`src/rtl/st_pkt_source_pkg.sv`:
```
// st_pkt_source_pkg: shared types and constants for the packet source.
// FSM state encoding, PRBS-31 tap/width constants, zero-seed substitute,
// and the LFSR step function.
package st_pkt_source_pkg;

  typedef enum logic [1:0] {
    ST_IDLE = 2'd0,
    ST_RUN  = 2'd1,
    ST_GAP  = 2'd2,
    ST_DONE = 2'd3
  } state_e;

  // PRBS-31, polynomial x^31 + x^28 + 1, Fibonacci form.
  localparam int PRBS_W      = 31;
  localparam int PRBS_TAP_HI = 30;  // x^31 term, bit index
  localparam int PRBS_TAP_LO = 27;  // x^28 term, bit index

  // An all-zero LFSR would lock up, so a zero seed is replaced by this.
  localparam logic [PRBS_W-1:0] PRBS_ZERO_SEED = 31'd1;

  // One LFSR step: shift left, feed back the XOR of the two taps.
  function automatic logic [PRBS_W-1:0] prbs31_next(input logic [PRBS_W-1:0] s);
    return {s[PRBS_W-2:0], s[PRBS_TAP_HI] ^ s[PRBS_TAP_LO]};
  endfunction

endpackage

```
`src/rtl/st_pkt_pattern_gen.sv`:
```
// st_pkt_pattern_gen: data-word register for the packet source.
// Holds both the incrementing counter and the PRBS-31 LFSR; 'sel' picks
// which one drives 'word'. 'load' reseeds, 'advance' steps once per
// transferred beat. DATA_WIDTH must exceed the 31-bit LFSR width.
module st_pkt_pattern_gen
  import st_pkt_source_pkg::*;
#(
  parameter int DATA_WIDTH = 32
) (
  input  logic                  clk,
  input  logic                  reset_n,
  input  logic                  load,
  input  logic [DATA_WIDTH-1:0] seed,
  input  logic                  advance,
  input  logic                  sel,
  output logic [DATA_WIDTH-1:0] word
);

  logic [DATA_WIDTH-1:0] inc_q;
  logic [PRBS_W-1:0]     lfsr_q;
  logic [PRBS_W-1:0]     lfsr_seed;

  assign lfsr_seed = (seed[PRBS_W-1:0] == '0) ? PRBS_ZERO_SEED : seed[PRBS_W-1:0];

  // Seed on load, otherwise step both generators on every transfer.
  always_ff @(posedge clk or negedge reset_n) begin
    if (!reset_n) begin
      inc_q  <= '0;
      lfsr_q <= '0;
    end else if (load) begin
      inc_q  <= seed;
      lfsr_q <= lfsr_seed;
    end else if (advance) begin
      inc_q  <= inc_q + {{(DATA_WIDTH-1){1'b0}}, 1'b1};
      lfsr_q <= prbs31_next(lfsr_q);
    end
  end

  // Zero-extended LFSR state or the incrementing word.
  always_comb begin
    word = inc_q;
    if (sel) word = {{(DATA_WIDTH-PRBS_W){1'b0}}, lfsr_q};
  end

endmodule

```
`src/rtl/st_pkt_source.sv`:
```
// st_pkt_source: Avalon-ST packet generator (source side).
// Emits pkt_count packets of max(pkt_len,1) beats, starting from seed,
// with IPG idle cycles between packets. Optional macro
// ST_PKT_SOURCE_PRBS_EN adds a pattern_sel input choosing PRBS-31 data.
//
// Handshake: a beat transfers on a rising clk edge where aso_valid &&
// aso_ready (readyLatency 0). Once aso_valid is high it stays high, and
// aso_data / aso_startofpacket / aso_endofpacket stay stable, until that
// beat transfers; only reset can withdraw a presented beat.
module st_pkt_source
  import st_pkt_source_pkg::*;
#(
  parameter int DATA_WIDTH = 32,
  parameter int LEN_W      = 16,
  parameter int CNT_W      = 16,
  parameter int IPG        = 0
) (
  input  logic                  clk,
  input  logic                  reset_n,
  input  logic                  start,
  input  logic                  abort,
  input  logic [LEN_W-1:0]      pkt_len,
  input  logic [CNT_W-1:0]      pkt_count,
  input  logic [DATA_WIDTH-1:0] seed,
`ifdef ST_PKT_SOURCE_PRBS_EN
  input  logic                  pattern_sel,
`endif
  output logic                  busy,
  output logic                  done,
  output logic                  aso_valid,
  output logic [DATA_WIDTH-1:0] aso_data,
  output logic                  aso_startofpacket,
  output logic                  aso_endofpacket,
  input  logic                  aso_ready
);

  localparam int GAP_W = (IPG > 1) ? $clog2(IPG) : 1;
  localparam logic [GAP_W-1:0] GAP_LAST = GAP_W'((IPG > 0) ? IPG - 1 : 0);

  state_e           state_q, state_d;
  logic [LEN_W-1:0] len_eff_q, len_eff_d;
  logic [CNT_W-1:0] cnt_q, cnt_d;
  logic [LEN_W-1:0] beat_q, beat_d;
  logic [CNT_W-1:0] pkt_q, pkt_d;
  logic [GAP_W-1:0] gap_q, gap_d;
  logic             abort_q, abort_d;
  logic             load;
  logic             pat_sel;
  logic             is_eop;
  logic             is_last;
  logic             abort_now;

  // abort is a request: once seen during a run it is held until the run ends.
  assign abort_now = abort_q | abort;
  assign is_eop    = (beat_q == len_eff_q - LEN_W'(1));
  assign is_last   = (pkt_q == cnt_q - CNT_W'(1));

  // State and run-control registers.
  always_ff @(posedge clk or negedge reset_n) begin
    if (!reset_n) begin
      state_q   <= ST_IDLE;
      len_eff_q <= '0;
      cnt_q     <= '0;
      beat_q    <= '0;
      pkt_q     <= '0;
      gap_q     <= '0;
      abort_q   <= 1'b0;
    end else begin
      state_q   <= state_d;
      len_eff_q <= len_eff_d;
      cnt_q     <= cnt_d;
      beat_q    <= beat_d;
      pkt_q     <= pkt_d;
      gap_q     <= gap_d;
      abort_q   <= abort_d;
    end
  end

  // Next-state, counter and latch logic.
  always_comb begin
    state_d   = state_q;
    len_eff_d = len_eff_q;
    cnt_d     = cnt_q;
    beat_d    = beat_q;
    pkt_d     = pkt_q;
    gap_d     = gap_q;
    abort_d   = abort_q;
    load      = 1'b0;
    case (state_q)
      ST_IDLE: begin
        abort_d = 1'b0;
        if (start) begin
          len_eff_d = (pkt_len == '0) ? LEN_W'(1) : pkt_len;
          cnt_d     = pkt_count;
          beat_d    = '0;
          pkt_d     = '0;
          gap_d     = '0;
          abort_d   = abort;
          load      = 1'b1;
          state_d   = (pkt_count == '0) ? ST_DONE : ST_RUN;
        end
      end
      ST_RUN: begin
        abort_d = abort_now;
        if (aso_ready) begin
          if (is_eop) begin
            beat_d = '0;
            if (is_last || abort_now) begin
              state_d = ST_DONE;
            end else begin
              pkt_d   = pkt_q + CNT_W'(1);
              gap_d   = '0;
              state_d = (IPG > 0) ? ST_GAP : ST_RUN;
            end
          end else begin
            beat_d = beat_q + LEN_W'(1);
          end
        end
      end
      ST_GAP: begin
        abort_d = abort_now;
        if (abort_now) begin
          state_d = ST_DONE;
        end else if (gap_q == GAP_LAST) begin
          state_d = ST_RUN;
        end else begin
          gap_d = gap_q + GAP_W'(1);
        end
      end
      ST_DONE: begin
        abort_d = 1'b0;
        state_d = ST_IDLE;
      end
      default: state_d = ST_IDLE;
    endcase
  end

`ifdef ST_PKT_SOURCE_PRBS_EN
  logic sel_q;
  // Pattern choice is captured with the other run parameters.
  always_ff @(posedge clk or negedge reset_n) begin
    if (!reset_n)                          sel_q <= 1'b0;
    else if (state_q == ST_IDLE && start)  sel_q <= pattern_sel;
  end
  assign pat_sel = sel_q;
`else
  assign pat_sel = 1'b0;
`endif

  assign aso_valid         = (state_q == ST_RUN);
  assign aso_startofpacket = aso_valid && (beat_q == '0);
  assign aso_endofpacket   = aso_valid && is_eop;
  assign busy              = (state_q != ST_IDLE);
  assign done              = (state_q == ST_DONE);

  st_pkt_pattern_gen #(
    .DATA_WIDTH(DATA_WIDTH)
  ) u_pattern (
    .clk    (clk),
    .reset_n(reset_n),
    .load   (load),
    .seed   (seed),
    .advance(aso_valid && aso_ready),
    .sel    (pat_sel),
    .word   (aso_data)
  );

endmodule

```
`config.mk`:
```
export PLATFORM = sky130hd
export DESIGN_NAME = st_pkt_source
export DESIGN_NICKNAME = d
export VERILOG_FILES = /design/src/rtl/st_pkt_source_pkg.sv /design/src/rtl/st_pkt_pattern_gen.sv /design/src/rtl/st_pkt_source.sv
export SDC_FILE = /design/constraint.sdc
export NUM_CORES = 1
export LEC_CHECK = 0
export ABC_AREA = 1
export BUFFER_PORTS_ARGS = -buffer_cell sky130_fd_sc_hd__buf_4
export CAP_MARGIN = 10
export CORE_MARGIN = 5
export CORE_UTILIZATION = 47
export DETAILED_ROUTE_END_ITERATION = 8
export PLACE_DENSITY = 0.71
export SETUP_SLACK_MARGIN = 0.4
export SKIP_CTS_REPAIR_TIMING = 1
export SLEW_MARGIN = 20
export SYNTH_ARGS = -nofsm -noshare
export SYNTH_HDL_FRONTEND = slang
export SYNTH_SLANG_ARGS = --single-unit
```
`constraint.sdc`:
```
create_clock -name clk -period 4.8 [get_ports clk]
set_input_delay 1.44 -clock clk [delete_from_list [all_inputs] [get_ports clk]]
set_output_delay 1.44 -clock clk [all_outputs]
set_load 0.01 [all_outputs]
```
======== Word-level counts from Yosys, hierarchy flattened ========
Index checks and enable logic that the tools add are counted.
W data, S select, Z words.
cells by class
  bitwise gates (word level) .............. 1
  add/sub/neg operators ................... 6
  mux-type cells .......................... 30
  equal/unequal tests ..................... 11
  reductions and logical operators ........ 18
operators with widths
  kind                     count
  $mux W16                 7
  $mux W32                 2
  $pmux W16 S2             2
  $logic_not A16 Y1        3
  $add A16 B1 Y16 const B  2
  $add A32 B1 Y32 const B  1
  $eq A16 B16 Y1           2
  $sub A16 B1 Y16 const B  2
  $mux W2                  7
  $mux W1                  9
  $pmux W2 S4              1
  $ne A2 B2 Y1 const B     3
  $pmux W1 S3              2
  $reduce_and A6 Y1        1
  $reduce_bool A2 Y1       3
  $reduce_and A5 Y1        1
  $eq A2 B2 Y1 const B     2
  $ne A2 B1 Y1 const B     2
  $reduce_and A4 Y1        1
  $logic_and A1 B1 Y1      3
  $ne A3 B3 Y1 const B     1
  $reduce_and A3 Y1        1
  $reduce_bool A3 Y1       1
  $eq A2 B1 Y1 const B     1
  other kinds (6)          6
storage, ports and cells
  output and inout bits ................... 37
  register bits ........................... 100
  logic and storage cells ................. 74
  input bits .............................. 69

======== Logic depth before layout (Yosys ltp) ========
Gate-level depths: netlist of the first run.
  depth after elaboration ................. 7
  gate-level depth with buffers ........... 18
  depth with buffers taken out ............ 17

======== By module ========
A second synthesis of the first run with hierarchy kept.
unflattened totals
  cells, all modules ...................... 1279
  area total of the unflattened synthesis .. 8799.7 µm²
modules (own cells, without submodules)
  module              cells each  instances  seq. area each (µm²)  area an instance (µm²)
  st_pkt_source       679         1          1676.6                4744.6
  st_pkt_pattern_gen  600         1          1576.5                4055.1

======== Worst setup path after synthesis of the first run ========
No wires, ideal clock.
  kind .................................... reg2out
  from .................................... register len_eff_q[0]
  to ...................................... output aso_endofpacket
  data arrival time ....................... 1.628 ns
  cell stages (with the launch flop) ...... 11
  buffers on the path ..................... 0
  setup slack ............................. 1.732 ns
  required time ........................... 3.360 ns
  cell sequence ........................... dfrtp_1 -> inv_2 -> ha_1 -> xnor2_1 -> a21oi_1 -> nand2_1 -> nor4_1 -> nand4_1 -> nor2_1 -> nand3_1 -> nor2_1
on the way
  word-level cells in the longest chain between the ends .. 3
ends and longest elaborated chain
  what                    line                  text
  from (decl)             st_pkt_source.sv:41   logic [LEN_W-1:0] len_eff_q, len_eff_d;
  from (signal assigned)  st_pkt_source.sv:70   len_eff_q <= len_eff_d;
  $sub A16 B1 Y16         st_pkt_source.sv:55   assign is_eop = (beat_q == len_eff_q - LEN_W'(1));
  $eq A16 B16 Y1          st_pkt_source.sv:55
  $logic_and A1 B1 Y1     st_pkt_source.sv:152  assign aso_endofpacket = aso_valid && is_eop;
  to (decl)               st_pkt_source.sv:33   output logic aso_endofpacket,
Every way passes these cells.

======== Final worst setup path of the first run ========
  from .................................... register state_q[1]
  to ...................................... output aso_startofpacket
on the way
  word-level cells in the longest chain between the ends .. 2
ends and longest elaborated chain
  what                    line                  text
  from (decl)             st_pkt_source.sv:40   state_e state_q, state_d;
  from (signal assigned)  st_pkt_source.sv:69   state_q <= state_d;
  $eq A2 B1 Y1            st_pkt_source.sv:150  assign aso_valid = (state_q == ST_RUN);
  $logic_and A1 B1 Y1     st_pkt_source.sv:151  assign aso_startofpacket = aso_valid && (beat_q == '0);
  to (decl)               st_pkt_source.sv:32   output logic aso_startofpacket,
Every way passes these cells.

==> results.cfg, run 1 <==
[synthesis]
synthArstFlopShare = 1.00
syn_inst = 1006
avgSynthCellArea_um2 = 7.00
ys_ff_latch = 99
yosys_warnings = 0
ys_seq_area_frac = 0.352
synth_edf_count = 0
synthesis.area_um2 = 7050
ys_types = 39
ys.flop_type = dfrtp_1
synth_nets = 1087

[timing]
tns_ns = 0
slew_violations = 0
slew-limit-headroom = 0.469
rsz0062_at_grt = no
fin_crit_sh = 0.804
finClkSkew_ns = 0.0110
fmax_mhz = 259
whs_ns = 0.525
tightest_slew_ns = 0.796
finalCriticalPeriod_ns = 3.86
hold_viol_final = 0
finalSetupViolCount = 0

[route]
num_vias = 6680
routed_via_density = 5.18
drt-initial-drc-count = 419
drc_errors = 0
first_pass_iters = 4
ant_nets = 0
routed_wl_mm = 18.1
detail_route.wl_per_cell_um = 14.0

[placed_design]
place.gp.congestion = 0.888
io_buffers = 105
numPlacedInstances = 1274
place_area_um2 = 7980
dp_hpwl_mm = 14.0

[clock_network]
clock_sinks = 99
cts_buffers = 9
htree_num_levels = 3
cts_max_path_buffers = 2
clk_pin_slew_worst_paths_ns = 0.07
cts_root_buf = clkbuf_16
cts_tree = done
clk-insertion-delay-late_ns = 0.36

[cells_and_area]
layout.nets = 1182
area_growth_pct = 17.7
final_common_cell = nand2_1
final_cells = 1290
antennaDiodeCount = 0
drive_above_1_share = 0.184
design_area_um2 = 8290
final_cell_mix = 243 x nand2_1, 124 x inv_1, 110 x buf_4, 102 x nor2_1, 99 x dfrtp_1

[pwr]
leakage_uw = 0.00390
ir_drop_v = 0.000332
powerDensity_nw_per_um2 = 537

[min_path]
hold_path.class = reg2reg

[floorplan]
core-area_um2 = 14600
die_area_um2 = 17500
rows = 44
die_h_um = 132
ios = 106
start_util = 0.481
die_w_um = 132

[global_routing]
grt_pass1_wl_mm = 30.9
overflow = 0
antenna_found_initial = 0
grt_max_degree = 64
grt_pass1_vias = 6421
grtUsageTotal = 0.212

[setup_path]
path_max_fanout = 20
r2r_slack_ns = 1.82
end_kind = output pin
startpoint_type = flip-flop
required_ns = 3.36
cp.arrival_ns = 2.42
worstSetupPathType = reg2out

[run_status]
run_status = complete, no violations

[flow_run]
cap_violations = 0
==> cell type report <==
cell class	count	area (um2)
clock buffer	9	225
inverter	132	495
sequential	99	2480
fill	1438	6350
multi-input combinational	749	3950
tap	184	230
clock inverter	7	83.8
timing repair buffer	110	826
==> synthesized netlist by cell type (2+ instances only) <==
cell type,count,area share
nand4_1,30,0.027
nor2_2,8,0.0071
or2_2,12,0.011
mux2i_1,2,0.0028
a21oi_1,12,0.0085
clkbuf_1,20,0.011
nor2_1,102,0.054
nor3_2,3,0.0043
nor2_4,4,0.0064
o211ai_1,9,0.0096
o22ai_1,10,0.0089
xnor2_1,27,0.034
nand2_1,244,0.13
nor3b_1,4,0.0043
or2_1,2,0.0018
inv_2,8,0.0043
inv_1,124,0.066
buf_6,3,0.0048
dfrtp_1,99,0.35
xor2_2,2,0.0046
buf_2,2,0.0014
nor4_1,12,0.011
ha_1,12,0.021
o21ai_0,80,0.057
xor2_1,29,0.036
nand3_1,65,0.046
nand3b_1,8,0.0085
o21ai_2,16,0.020
nor3_1,28,0.020
nand2_2,20,0.018
==> logic make-up after synthesis <==
family                     count (synthesis)  synth area share
muxes                                      2           0.00284
adders and majority gates                 12            0.0213
and+or+nand+nor                          545             0.352
AOI/OAI and AO/OA                        132             0.110
xor gates and xnor gates                  58            0.0742
DFF                                       99             0.352
buffers and inverters                    158            0.0877
==> stage by stage <==
stage / setup WS, ns / utilization / total power (uW)
4_1_cts: 0.887 / 0.566 / 4490
2_1_floorplan: 1.73 / - / 3040
6_report: 0.942 / 0.566 / 4450
3_5_place_dp: 1.28 / 0.545 / 3700
3_3_place_gp: 1.36 / 0.545 / 3660
5_1_grt: 0.675 / 0.566 / 4880
==> per-layer routing <==
metal / up-vias / GRT usage / wire length, um
li1: 3445 / - / -
met1: 3049 / 0.287 / 8290
met2: 173 / 0.336 / 8270
met3: 13 / 0.0649 / 1350
met4: 0 / 0.0450 / 208
met5: - / 0 / 0
==> worst max-delay path, stage by stage (launching register included) <==
cell and delay [ns]:
dfrtp_1 0.43, inv_1 0.12, ha_1 0.68, inv_2 0.18
nor4_1 0.21, nand3_1 0.10, nor3_1 0.18, buf_4 0.16
==> flip-flops by register name, summed over array words and instances (netlist names) <==
register         flops
abort_q              1
beat_q              16
cnt_q               16
len_eff_q           16
pkt_q               16
state_q              2
u_pattern.inc_q     32
==> where the power goes <==
part | internal (uW) | leakage [uW] | switching (uW)
clock | 414 | 0.000149 | 352
combinational | 849 | 0.00248 | 1370
sequential | 1110 | 0.00128 | 356
total | 2370 | 0.00390 | 2080
==> worst paths after layout <==
path	from	end	depth (start not counted)
max reg2reg	state_q[1]	u_pattern.inc_q[5]	7
max	state_q[1]	aso_startofpacket	7
min reg2reg	cnt_q[15]	cnt_q[15]	2
min in group asynchronous	reset_n	cnt_q[8]	1
min	cnt_q[15]	cnt_q[15]	2
max in group asynchronous	reset_n	abort_q	2
Note: power is estimated with default switching activity, not from simulation.
==> run 2: changes to the inputs <==
--- a/config.mk
+++ b/config.mk
@@ -11,7 +11,7 @@
 export CORE_MARGIN = 5
 export CORE_UTILIZATION = 47
 export DETAILED_ROUTE_END_ITERATION = 8
-export PLACE_DENSITY = 0.71
+export PLACE_DENSITY = 0.73
 export SETUP_SLACK_MARGIN = 0.4
 export SKIP_CTS_REPAIR_TIMING = 1
 export SLEW_MARGIN = 20
==> constraint.sdc (replaced) <==
create_clock -name clk -period 3.36 [get_ports clk]
set_input_delay 1.008 -clock clk [delete_from_list [all_inputs] [get_ports clk]]
set_output_delay 1.008 -clock clk [all_outputs]
set_load 0.01 [all_outputs]
==> run 2 against run 1 <==
Effect of this change: register-to-register slack worse by 1.1 ns; highest routed layer unchanged; sequential power up 43%; clock power up 49%; core utilization up 0.50 points; sequential share of layout area down 0.24 points; global-route usage down 0.55 points.
==> results.cfg, run 2 (same netlist as run 1, synthesis figures left out) <==
[floorplan]
die_area_um2 = 17500
rows = 44
ios = 106
start_util = 0.481
die_h_um = 132
core-area_um2 = 14600
die_w_um = 132

[clock_network]
cts_root_buf = clkbuf_16
cts_max_path_buffers = 2
htree_num_levels = 3
clk-insertion-delay-late_ns = 0.35
cts_tree = done
cts_buffers = 9
clock_sinks = 99
clk_pin_slew_worst_paths_ns = 0.07

[cells_and_area]
fin_util = 0.571
final_cell_mix = 243 x nand2_1, 124 x inv_1, 111 x buf_4, 102 x nor2_1, 98 x dfrtp_1
regMostFlops = u_pattern.inc_q
fill_cells = 1427
largest_reg_flops = 32
final_common_cell = nand2_1
drive_above_1_share = 0.186
antennaDiodeCount = 0
layout.nets = 1184
area_growth_pct = 18.7

[global_routing]
grt_busiest_layer = met2
grt_pass1_vias = 6399
grt_max_degree = 66
overflow = 0
grt_pass1_wl_mm = 30.3
use_met1 = 0.283
met2_usage = 0.328
grtUsageTotal = 0.206
antenna_found_initial = 0
use_met3 = 0.0452

[timing]
fin_ws_ns = 0.182
finClkSkew_ns = 0.00729
finalCriticalPeriod_ns = 3.18
rsz0062_at_grt = yes
slew-limit-headroom = 0.586
fin_crit_sh = 0.946
slew_violations = 0
tns_ns = 0
fmax_mhz = 315
tightest_slew_ns = 0.616
finalSetupViolCount = 0
hold_viol_final = 0

[setup_path]
path_max_fanout = 4
worstSetupPathType = reg2out
required_ns = 2.35
end_kind = output pin
cp.arrival_ns = 2.17
startpoint_type = flip-flop

[pwr]
switching_share = 0.455
p_clk_frac = 0.176
powerDensity_nw_per_um2 = 774
ir_drop_v = 0.000431
leakage_uw = 0.00393
p_sw_uw = 2950
pwr-share-comb = 0.500
power.share.sequential = 0.324
power.internal_uw = 3520
total_power_uw = 6470

[route]
routed_via_density = 5.27
routed_wl_mm = 18.0
drc_errors = 0
detail_route.wl_per_cell_um = 13.9
num_vias = 6792
first_pass_iters = 7
drt-initial-drc-count = 440
ant_nets = 0

[placed_design]
dp_hpwl_mm = 13.7
place.gp.congestion = 0.864
pre_cts_slack_ns = 0.404
io_buffers = 105

[flow_run]
cap_violations = 0

[run_status]
run_status = complete, no violations

[min_path]
hold_path.class = reg2reg
## run 2: worst paths after layout
kind                              start         endpoint  slack, ns  cells after the start
max in group asynchronous       reset_n     len_eff_q[4]       1.99                      2
max reg2reg                    cnt_q[0]         pkt_q[1]       0.73                     15
min in group asynchronous       reset_n         cnt_q[8]       0.63                      1
max                        len_eff_q[1]  aso_endofpacket       0.18                     12
min reg2reg                   cnt_q[15]        cnt_q[15]       0.52                      2
min                           cnt_q[15]        cnt_q[15]       0.52                      2
## run 2: power by group through the flow
stage | logic, uW | clock network, uW | registers [uW]
5_1_grt | 3690 | 1180 | 2170
2_1_floorplan | 2300 | 0 | 2050
3_5_place_dp | 3190 | 0 | 2100
3_3_place_gp | 3140 | 0 | 2100
6_report | 3230 | 1140 | 2100
4_1_cts | 3210 | 1160 | 2090
## run 2: layer usage
layer / share of wire / up-vias / wire length (um)
met4: 0.019 / 0 / 340
met1: 0.46 / 3131 / 8360
met5: 0 / - / 0
met2: 0.45 / 184 / 8090
li1: - / 3453 / -
met3: 0.066 / 24 / 1190
## run 2: critical path, stage by stage, from the launching register on
cell	delay, ns
dfrtp_1	0.39
inv_1	0.12
ha_4	0.17
or2_1	0.12
nand2_1	0.05
nand2_1	0.08
nand2_1	0.07
nor4_2	0.28
nand4_1	0.11
nor2_1	0.11
nand3_1	0.07
nor2_1	0.11
buf_4	0.13
## run 2: final cells by class
cell class / count / area [um2] / share of cell area
clock inverter: 2 / 60.1 / 0.00718
inverter: 132 / 495 / 0.0592
tap: 184 / 230 / 0.0275
clock buffer: 12 / 256 / 0.0307
timing repair buffer: 112 / 853 / 0.102
multi-input combinational: 749 / 3990 / 0.477
sequential: 99 / 2480 / 0.296
## run 2: metrics by stage
stage	instances	cell area [um2]	hold WS [ns]
after floorplan	1006	7050	0.469
after global placement	1276	8010	0.485
after detailed placement	1276	8010	0.497
after CTS	1290	8330	0.514
after global routing	1290	8360	0.547
final	1290	8360	0.516
